File: src/rtl/i2c_pkg.sv
// rtl/i2c_pkg.sv - shared FSM state encoding and I2C field widths for the transaction arbiter
//
// Purpose: common definitions imported by i2c_txn_arbiter and its helpers.
//   ADDR_W / REG_W / DATA_W : widths of the slave address, register address and data fields
//   arb_state_t             : arbiter FSM states
package i2c_pkg;

  localparam int ADDR_W = 7;
  localparam int REG_W  = 8;
  localparam int DATA_W = 8;

  typedef enum logic [2:0] {
    SYNC      = 3'd0,
    IDLE      = 3'd1,
    ISSUE     = 3'd2,
    WAIT_BUSY = 3'd3,
    WAIT_DONE = 3'd4,
    FINISH    = 3'd5,
    FAIL      = 3'd6
  } arb_state_t;

endpackage

File: src/rtl/i2c_txn_arbiter_rr_pick.sv
// rtl/i2c_txn_arbiter_rr_pick.sv - combinational round-robin picker
//
// Purpose: choose the first set request bit searching upward from ptr+1, wrapping.
// Ports:
//   req  in   NUM_REQ  request vector
//   ptr  in   3        index of the previous winner (must be < NUM_REQ)
//   gnt  out  NUM_REQ  one-hot winner (all zero when no request)
//   idx  out  3        index of the winner
//   any  out  1        at least one request is set
module rr_pick #(
  parameter int NUM_REQ = 4
) (
  input  logic [NUM_REQ-1:0] req,
  input  logic [2:0]         ptr,
  output logic [NUM_REQ-1:0] gnt,
  output logic [2:0]         idx,
  output logic               any
);

  logic [7:0] req8;

  assign req8 = 8'(req);

  function automatic logic [2:0] wrap_idx(input logic [2:0] base, input int off);
    int s;
    s = int'(base) + off;
    if (s >= NUM_REQ) s = s - NUM_REQ;
    return 3'(s);
  endfunction

  // Offsets 1..NUM_REQ visit ptr+1 first and ptr itself last, so the
  // previous winner only wins again when nobody else is asking.
  always_comb begin
    idx = '0;
    any = 1'b0;
    for (int k = 1; k <= NUM_REQ; k++) begin
      if (!any && req8[wrap_idx(ptr, k)]) begin
        any = 1'b1;
        idx = wrap_idx(ptr, k);
      end
    end
  end

  always_comb begin
    gnt = '0;
    for (int i = 0; i < NUM_REQ; i++) begin
      gnt[i] = any && (idx == 3'(i));
    end
  end

endmodule

File: src/rtl/i2c_txn_arbiter.sv
// rtl/i2c_txn_arbiter.sv - round-robin arbiter sharing one I2C master between requesters
//
// Purpose: pick a requester, latch its transaction onto the master, pulse en once,
//   follow busy to completion and report done (with read data) or err on timeout.
// Ports:
//   clock, reset_n           clock and asynchronous active-low reset
//   req, req_rw              per-requester level request and direction (1 = read)
//   req_addr/addr2/dataW     packed per-requester fields, slice i at [W*i +: W]
//   gnt, done, err           one-hot single-cycle pulses back to the requesters
//   rd_data, owner           last read result and current/last owner index
//   mst_en/rw/addr/addr2/dataW  command to the master (en is a single-cycle pulse)
//   mst_dataR, mst_busy      status from the master
module i2c_txn_arbiter
  import i2c_pkg::*;
#(
  parameter int NUM_REQ       = 4,
  parameter int START_TIMEOUT = 1000,
  parameter int TXN_TIMEOUT   = 200000
) (
  input  logic                      clock,
  input  logic                      reset_n,
  input  logic [NUM_REQ-1:0]        req,
  input  logic [NUM_REQ-1:0]        req_rw,
  input  logic [ADDR_W*NUM_REQ-1:0] req_addr,
  input  logic [REG_W*NUM_REQ-1:0]  req_addr2,
  input  logic [DATA_W*NUM_REQ-1:0] req_dataW,
  output logic [NUM_REQ-1:0]        gnt,
  output logic [NUM_REQ-1:0]        done,
  output logic [NUM_REQ-1:0]        err,
  output logic [DATA_W-1:0]         rd_data,
  output logic [2:0]                owner,
  output logic                      mst_en,
  output logic                      mst_rw,
  output logic [ADDR_W-1:0]         mst_addr,
  output logic [REG_W-1:0]          mst_addr2,
  output logic [DATA_W-1:0]         mst_dataW,
  input  logic [DATA_W-1:0]         mst_dataR,
  input  logic                      mst_busy
);

  localparam int TW = $clog2(TXN_TIMEOUT + 1);

  arb_state_t         state, state_d;
  logic [TW-1:0]      timer;
  logic [2:0]         ptr;

  logic [NUM_REQ-1:0] pick_oh;
  logic [2:0]         pick_idx;
  logic               pick_any;

  logic [NUM_REQ-1:0] own_oh;
  logic [NUM_REQ-1:0] gnt_d, done_d, err_d;
  logic               en_d;
  logic               latch;

  // Fields unpacked into fixed 8-entry tables so the 3-bit winner index
  // selects them directly for any NUM_REQ; unused entries read as zero.
  logic [7:0]        rw8;
  logic [ADDR_W-1:0] addr_a  [8];
  logic [REG_W-1:0]  addr2_a [8];
  logic [DATA_W-1:0] dataw_a [8];

  for (genvar g = 0; g < 8; g++) begin : g_slice
    if (g < NUM_REQ) begin : g_used
      assign rw8[g]     = req_rw[g];
      assign addr_a[g]  = req_addr[ADDR_W*g +: ADDR_W];
      assign addr2_a[g] = req_addr2[REG_W*g +: REG_W];
      assign dataw_a[g] = req_dataW[DATA_W*g +: DATA_W];
    end else begin : g_unused
      assign rw8[g]     = 1'b0;
      assign addr_a[g]  = '0;
      assign addr2_a[g] = '0;
      assign dataw_a[g] = '0;
    end
  end

  rr_pick #(.NUM_REQ(NUM_REQ)) u_pick (
    .req (req),
    .ptr (ptr),
    .gnt (pick_oh),
    .idx (pick_idx),
    .any (pick_any)
  );

  always_comb begin
    own_oh = '0;
    for (int i = 0; i < NUM_REQ; i++) begin
      own_oh[i] = (owner == 3'(i));
    end
  end

  always_ff @(posedge clock or negedge reset_n) begin
    if (!reset_n) state <= SYNC;
    else          state <= state_d;
  end

  always_comb begin
    state_d = state;
    gnt_d   = '0;
    done_d  = '0;
    err_d   = '0;
    en_d    = 1'b0;
    latch   = 1'b0;
    case (state)
      SYNC: begin
        // The master is never reset, so wait for it to be quiet first.
        if (!mst_busy) state_d = IDLE;
      end
      IDLE: begin
        if (!mst_busy && pick_any) begin
          gnt_d   = pick_oh;
          latch   = 1'b1;
          state_d = ISSUE;
        end
      end
      ISSUE: begin
        en_d    = 1'b1;
        state_d = WAIT_BUSY;
      end
      WAIT_BUSY: begin
        if (mst_busy)                            state_d = WAIT_DONE;
        else if (timer >= TW'(START_TIMEOUT))    state_d = FAIL;
      end
      WAIT_DONE: begin
        if (!mst_busy)                           state_d = FINISH;
        else if (timer >= TW'(TXN_TIMEOUT))      state_d = FAIL;
      end
      FINISH: begin
        done_d  = own_oh;
        state_d = IDLE;
      end
      FAIL: begin
        // Back through SYNC so a hung transfer drains before the next grant.
        err_d   = own_oh;
        state_d = SYNC;
      end
      default: state_d = SYNC;
    endcase
  end

  // All requester-facing pulses are registered, which puts gnt in the
  // ISSUE cycle and mst_en exactly one cycle after it.
  always_ff @(posedge clock or negedge reset_n) begin
    if (!reset_n) begin
      timer     <= '0;
      ptr       <= 3'(NUM_REQ - 1);
      owner     <= '0;
      gnt       <= '0;
      done      <= '0;
      err       <= '0;
      rd_data   <= '0;
      mst_en    <= 1'b0;
      mst_rw    <= 1'b0;
      mst_addr  <= '0;
      mst_addr2 <= '0;
      mst_dataW <= '0;
    end else begin
      gnt    <= gnt_d;
      done   <= done_d;
      err    <= err_d;
      mst_en <= en_d;

      if (state_d != state)   timer <= '0;
      else if (timer != '1)   timer <= timer + 1'b1;

      if (latch) begin
        owner     <= pick_idx;
        ptr       <= pick_idx;
        mst_rw    <= rw8[pick_idx];
        mst_addr  <= addr_a[pick_idx];
        mst_addr2 <= addr2_a[pick_idx];
        mst_dataW <= dataw_a[pick_idx];
      end

      if (state == FINISH && mst_rw) rd_data <= mst_dataR;
    end
  end

endmodule
File: config.mk
export PLATFORM = sky130hd
export DESIGN_NAME = i2c_txn_arbiter
export DESIGN_NICKNAME = d
export VERILOG_FILES = /design/src/rtl/i2c_pkg.sv /design/src/rtl/i2c_txn_arbiter_rr_pick.sv /design/src/rtl/i2c_txn_arbiter.sv
export SDC_FILE = /design/constraint.sdc
export NUM_CORES = 1
export LEC_CHECK = 0
export ABC_AREA = 1
export CORE_ASPECT_RATIO = 1.1
export CORE_UTILIZATION = 30
export DETAILED_ROUTE_END_ITERATION = 12
export PLACE_DENSITY = 0.68
export RECOVER_POWER = 50
export SLEW_MARGIN = 20
export SYNTH_ARGS = -nofsm -noshare
export SYNTH_HDL_FRONTEND = slang
export SYNTH_SLANG_ARGS = --single-unit
File: constraint.sdc
create_clock -name clock -period 2.5 [get_ports clock]
set_input_delay 0.375 -clock clock [delete_from_list [all_inputs] [get_ports clock]]
set_output_delay 0.375 -clock clock [all_outputs]
set_load 0.02 [all_outputs]
; Yosys cells after proc, flatten, opt, wreduce, memory -nomap -nowiden
; Index checks and enable logic that the tools add are counted.
[word_totals]
reg_bits = 72
word_cells = 113
[op_classes]
addsub = 9
order_cmp = 12
n_eq_ne = 14
mux = 47
bitwise_logic = 1
n_reduce_logical = 17
[ops]
columns = operator, count
row1 = 8-bit binary-select mux with 3-bit select, 2
row2 = 3-bit two-way mux, 14
row3 = 18-bit two-way mux, 2
row4 = 8-bit two-way mux, 4
row5 = 7-bit binary-select mux with 3-bit select, 1
row6 = "3-bit by 4-bit less-than comparator with 1-bit output, second input constant", 5
row7 = "18-bit by 1-bit adder with 18-bit output, second input constant", 1
row8 = "3-bit by 2-bit equality test with 1-bit output, second input constant", 6
row9 = "18-bit by 10-bit >= comparator with 1-bit output, second input constant", 1
row10 = "18-bit >= comparator, second input constant", 1
row11 = "18-bit != test, second input constant", 1
row12 = 3-bit case mux with 6 select lines, 1
row13 = "4-bit by 3-bit >= comparator with 1-bit output, second input constant", 4
row14 = 4-bit two-way mux, 4
row15 = 1-bit binary-select mux with 3-bit select, 5
row16 = 7-bit two-way mux, 2
row17 = 1-bit two-way mux, 12
row18 = "3-bit subtractor, second input constant", 4
row19 = "3-bit by 1-bit equality test with 1-bit output, second input constant", 3
row20 = "3-bit equality test, second input constant", 3
row21 = 1-bit logical AND, 9
row22 = 3-bit logical NOT, 3
row23 = "3-bit by 2-bit adder with 4-bit output, second input constant", 2
row24 = "3-bit by 1-bit adder with 4-bit output, second input constant", 1
row25 = other kinds (6), 9

; Longest topological paths before layout
[depth]
depth_word = 20
mapped_depth = 16
depth_no_buf = 15

; Cells and area by module
; From an unflattened synthesis, not the netlist that was laid out.
[hier_totals]
cells_unflattened = 523
area_unflattened_um2 = 4197.8
[by_module_without_submodules]
columns = mod, n_inst, cells_per_inst, area_each_um2, seq_area_each_um2
row1 = i2c_txn_arbiter, 1, 461, 3871.2, 1779.2
row2 = rr_pick, 1, 62, 326.6, 0.0

; Worst setup path after synthesis
; OpenSTA, ideal clock, no wires.
[synth_path]
path_type = register -> register
from = reg ptr[0]
to = reg mst_addr2[0]
t_arrival_ps = 2090
required_time_ps = 2376
slack_ps = 286
stages_incl_launch_ff = 14
n_path_buf = 1
synth_period_minus_slack_ps = 2214
cell_sequence = dfstp_2 > inv_2 > ha_1 > inv_1 > nand3_1 > inv_1 > nor2_2 > nand3_1 > nand3_2 > nand2_4 > clkbuf_2 > or2_0 > nand3_1 > nand3_1
[synth_between]
elab_chain_len = 19
elab_cells_between_ends = 45
[synth_lines]
columns = element, line_no
row1 = "start, declared", i2c_txn_arbiter.sv:45  ; logic [2:0] ptr;
row2 = "start signal, assigned", i2c_txn_arbiter.sv:146  ; ptr <= 3'(NUM_REQ - 1);
row3 = "start signal, assigned", i2c_txn_arbiter.sv:168  ; ptr <= pick_idx;
row4 = 3-bit by 1-bit adder with 4-bit output, i2c_txn_arbiter_rr_pick.sv:26  ; s = int'(base) + off;
row5 = 4-bit by 3-bit >= comparator with 1-bit output / 3-bit subtractor (equally long branches), i2c_txn_arbiter_rr_pick.sv:27  ; if (s >= NUM_REQ) s = s - NUM_REQ;
row6 = 3-bit two-way mux, i2c_txn_arbiter_rr_pick.sv:27
row7 = 1-bit binary-select mux with 3-bit select, i2c_txn_arbiter_rr_pick.sv:37  ; if (!any && req8[wrap_idx(ptr, k)]) begin
row8 = 1-bit two-way mux (implied by the code), i2c_txn_arbiter_rr_pick.sv:37
row9 = 1-bit two-way mux, i2c_txn_arbiter_rr_pick.sv:37
row10 = 1-bit logical NOT, i2c_txn_arbiter_rr_pick.sv:37
row11 = 1-bit logical AND, i2c_txn_arbiter_rr_pick.sv:37
row12 = (+2 left out), n/a
row13 = 1-bit logical AND, i2c_txn_arbiter_rr_pick.sv:37
row14 = 1-bit two-way mux, i2c_txn_arbiter_rr_pick.sv:37
row15 = 1-bit logical NOT, i2c_txn_arbiter_rr_pick.sv:37
row16 = 1-bit logical AND, i2c_txn_arbiter_rr_pick.sv:37
row17 = 3-bit two-way mux, i2c_txn_arbiter_rr_pick.sv:37
row18 = 3-bit NOT with 4-bit output (implied by the code), i2c_txn_arbiter.sv:171  ; mst_addr2 <= addr2_a[pick_idx];
row19 = 8-bit binary-select mux with 3-bit select, i2c_txn_arbiter.sv:171
row20 = 8-bit two-way mux (implied by the code) (2 in series), i2c_txn_arbiter.sv:171
row21 = "end signal, assigned", i2c_txn_arbiter.sv:171
row22 = "end, declared", i2c_txn_arbiter.sv:35  ; output logic [REG_W-1:0] mst_addr2,
; Parallel ways exist; a longest one is shown, timed or not. The select of a mux whose other input is x is not followed.
; A chain may end at the register's enable or synchronous reset.

; Final worst setup path
[layout_path]
from = reg ptr[1]
to = reg timer[15]
[layout_between]
elab_chain_len = 20
elab_cells_between_ends = 40
[layout_lines]
columns = element, line_no
row1 = 3-bit by 1-bit adder with 4-bit output, i2c_txn_arbiter_rr_pick.sv:26
row2 = 4-bit by 3-bit >= comparator with 1-bit output / 3-bit subtractor (equally long branches), i2c_txn_arbiter_rr_pick.sv:27
row3 = 3-bit two-way mux, i2c_txn_arbiter_rr_pick.sv:27
row4 = 1-bit binary-select mux with 3-bit select, i2c_txn_arbiter_rr_pick.sv:37
row5 = 1-bit two-way mux (implied by the code), i2c_txn_arbiter_rr_pick.sv:37
row6 = 1-bit two-way mux, i2c_txn_arbiter_rr_pick.sv:37
row7 = 1-bit logical NOT, i2c_txn_arbiter_rr_pick.sv:37
row8 = 1-bit logical AND, i2c_txn_arbiter_rr_pick.sv:37
row9 = (+5 left out), n/a
row10 = 1-bit logical AND, i2c_txn_arbiter_rr_pick.sv:37
row11 = 1-bit two-way mux *, i2c_txn_arbiter_rr_pick.sv:37
row12 = 1-bit logical AND *, i2c_txn_arbiter.sv:110  ; if (!mst_busy && pick_any) begin
row13 = 3-bit two-way mux *, i2c_txn_arbiter.sv:110
row14 = 3-bit case mux with 6 select lines *, i2c_txn_arbiter.sv:104  ; case (state)
row15 = net state_d[1], i2c_txn_arbiter.sv:43  ; arb_state_t state, state_d;
row16 = 3-bit != test *, i2c_txn_arbiter.sv:163  ; if (state_d != state) timer <= '0;
row17 = 18-bit two-way mux / 2-bit nonzero test (equally long branches), n/a
row18 = "end signal, assigned", i2c_txn_arbiter.sv:164  ; else if (timer != '1) timer <= timer + 1'b1;
row19 = "end, declared", i2c_txn_arbiter.sv:44  ; logic [TW-1:0] timer;
; The timed path passes the listed nets; every way through them passes the cells marked *. The select of a mux whose other input is x is not followed.

==> flow_summary.toml <==
[power_and_ir_drop]
p_per_area_mw_per_mm2 = 438
power.net_switching_w = 0.000694
finalPower_w = 0.00290
seqPwrFrac = 0.428
power_leakage_nw = 3.38
p_clk_frac = 0.424
combPwrFrac = 0.147
peakVddDrop_mv = 0.272
p_int_w = 0.00220
p_sw_frac = 0.240

[timing]
min_period_over_period = 0.932
skew_ps = 7.14
relSlewSlack = -0.192
worst_slew_pin_slew_ps = 1790
final_max_slew_viol_count = 72
min_period_ps = 2330
finalHoldViolations = 0
fmax_mhz = 429
setup_viol = 0

[cells_and_area]
stdcell_count = 999
ff_latch_area_mm2 = 0.00178
nFillCells = 1446
utilization = 0.458
n_antenna_cell = 0
drive_gt1_frac = 0.0979
syn_to_final_growth_pct = 49.2
multiInputGateArea_mm2 = 0.00210
fin_nets = 918

[detailed_routing]
m1WireLength_mm = 5.55
drt_iter0_markers = 165
avgRoutedWirePerCell_um = 12.2
drt_pass1_iterations = 5
drcViolationCount = 0
final_antenna_net_count = 0
viasPerCell = 4.45
met2_length_mm = 5.69
top_layer_used = "met4"
routed_wirelength_mm = 12.2
wl_met3_um = 769
routed-via-count = 4444

[run_status]
violations = "capacitance limit, slew limit"
status = "finished, violations left"

[global_routing]
grt_max_degree = 72
grt.total_usage = 0.163
antenna_found_initial = 0
grt_pass1_vias = 4232
grt.overflow.total = 0
grt_first_pass_wirelength_mm = 19.9

[synthesis]
synth_area_mm2 = 0.00443
netlist.area_leader.share = 0.389
synthTopCellsByArea = "dfrtp_1, nand2_1, nand3_1, inv_1, nor2_1"
synthTopCellsByCount = "nand2_1, inv_1, nand3_1"
synth-seq-cells = 71
yosys.area.top_type = "dfrtp_1"
synth_enable_flop_cells = 0
syn-num-nets = 754
postSynthCellCount = 639
synthFlopType = "dfrtp_1"
ys_seq_area_frac = 0.401
yosys.cell_types.count = 32
ys_async_sr_fraction = 1.00
synth_warnings = 0
yosysMostFrequentCell = "nand2_1"
syn_avg_cell_area_um2 = 6.94

[placement]
port_buffers = 158
gp_congestion = 0.837
dp_cells = 982
hpwl_mm = 9.02

[critical_path]
crit_slowest_cell = "dfstp_2"
cp-end-kind = "flip-flop"
crit_fanout = 18
path_delay_family = "simple AND/OR/NAND/NOR gates"
start_kind = "flip-flop"
crit_type = "reg2reg"
path_buf_inv = 3
required_ps = 2700
max_stage_delay_ps = 530
cp.arrival_ps = 2530
crit_chain = "inv_1, ha_4, inv_1, nand3_1, inv_1, nor2_2, nor2_2, nand2_2, nand3_4, nand2_2, nand2_2, nand3_4, nor2_1"

[run]
maxCapViolCount = 1

[floorplanning]
num_io_pins = 159
initial_utilization = 0.307
die-area_mm2 = 0.0153
std_cell_rows = 46
core_mm2 = 0.0144
dieWidth_um = 118
die_h_um = 130

[clock_network]
clk_latency_ps = 330
numCtsBuffers = 9
ctsHoldBuffers = 0
clkSinkCount = 71
clk_path_buf_depth = 2
cts_root_buf = "clkbuf_16"
cts_max_level = 3
cts_tree = "built"
path_clk_slew_ps = 60

[hold_path]
hold_class = "reg2reg"
layout make-up:
class	instances	area share
clock buffer	10	0.0346
clock inverter	5	0.00757
inverter	129	0.0738
multi-input combinational	418	0.318
sequential	71	0.269
tap	192	0.0363
timing repair buffer	174	0.261
logic make-up (layout without fill, tap and decap cells):
family,count (synthesis),in the layout,synth area share
muxes,8,8,0.0203
and+or+nand+nor,375,376,0.387
xor gates and xnor gates,8,8,0.0158
buffers and inverters,151,318,0.137
AOI/OAI and AO/OA,22,22,0.0271
DFF,71,71,0.401
adders and majority gates,4,4,0.0113
per-stage QoR:
| stage | setup slack [ps] | instance area [um2] | hold WS, ps | setup TNS, ps |
|---|---|---|---|---|
| after floorplan | 286 | 4430 | 79.4 | 0 |
| after global placement | 90.0 | 6250 | 465 | 0 |
| after detailed placement | 49.1 | 6250 | 467 | 0 |
| after CTS | 34.9 | 6530 | 225 | 0 |
| after global routing | -30.2 | 6620 | 514 | -165 |
| final | 169 | 6620 | 484 | 0 |
worst register-to-register path, stage by stage (launching register included):
cell	delay (ps)
dfstp_2	530
inv_1	70
ha_4	290
inv_1	80
nand3_1	120
inv_1	60
nor2_2	180
nor2_2	70
nand2_2	90
nand3_4	170
nand2_2	140
nand2_2	70
nand3_4	240
nor2_1	90
final timing paths:
path | startpoint | cells after the start | slack, ps | to
max | ptr[1] | 13 | 170 | timer[15]
min in group asynchronous | reset_n | 1 | 530 | err[2]
max reg2reg | ptr[1] | 13 | 170 | timer[15]
max in group asynchronous | reset_n | 1 | 910 | mst_addr[1]
min reg2reg | mst_dataW[6] | 2 | 480 | mst_dataW[6]
min | mst_dataW[6] | 2 | 480 | mst_dataW[6]
what timing repair did:
item	4_1_cts	5_1_grt
resized for setup	0	12
endpoints found under the setup margin	0	43
buffers inserted	0	1
per-layer routing:
layer / up-vias / GRT usage
met5: - / 0
met4: 0 / 0.0483
met3: 12 / 0.0475
met2: 122 / 0.270
met1: 2015 / 0.205
li1: 2295 / -
registers in the layout (all words and copies together) (netlist names), 2 cells and up:
signal,count
mst_addr2,8
timer,18
mst_dataW,8
gnt,4
ptr,2
done,4
mst_addr,7
rd_data,8
err,4
owner,3
state,3
layout by cell type, fill, tap and decap left out, types with 4 or more instances in the layout:
master,synthesis,layout
nor3_1,6,6
xor2_1,5,5
nand4_1,6,6
buf_4,4,12
clkbuf_16,0,9
clkinv_2,0,4
nand2_2,6,6
mux2_2,8,8
clkdlybuf4s50_1,0,144
nor2_2,14,15
nand2_1,169,169
dfrtp_1,69,69
nand3_4,2,4
o21ai_0,13,13
dlygate4sd3_1,0,13
nand3_1,114,113
nor2_1,40,39
a21oi_1,5,4
or2_0,10,10
inv_1,126,125
power groups by stage:
stage	registers (W)	clock network [W]	logic, W
after floorplan	0.00126	0	0.000184
after global routing	0.00125	0.00131	0.000486
after detailed placement	0.00126	0	0.000431
final	0.00124	0.00123	0.000426
after global placement	0.00126	0	0.000426
after CTS	0.00124	0.00125	0.000434
Power figures use the tool's default switching activity.
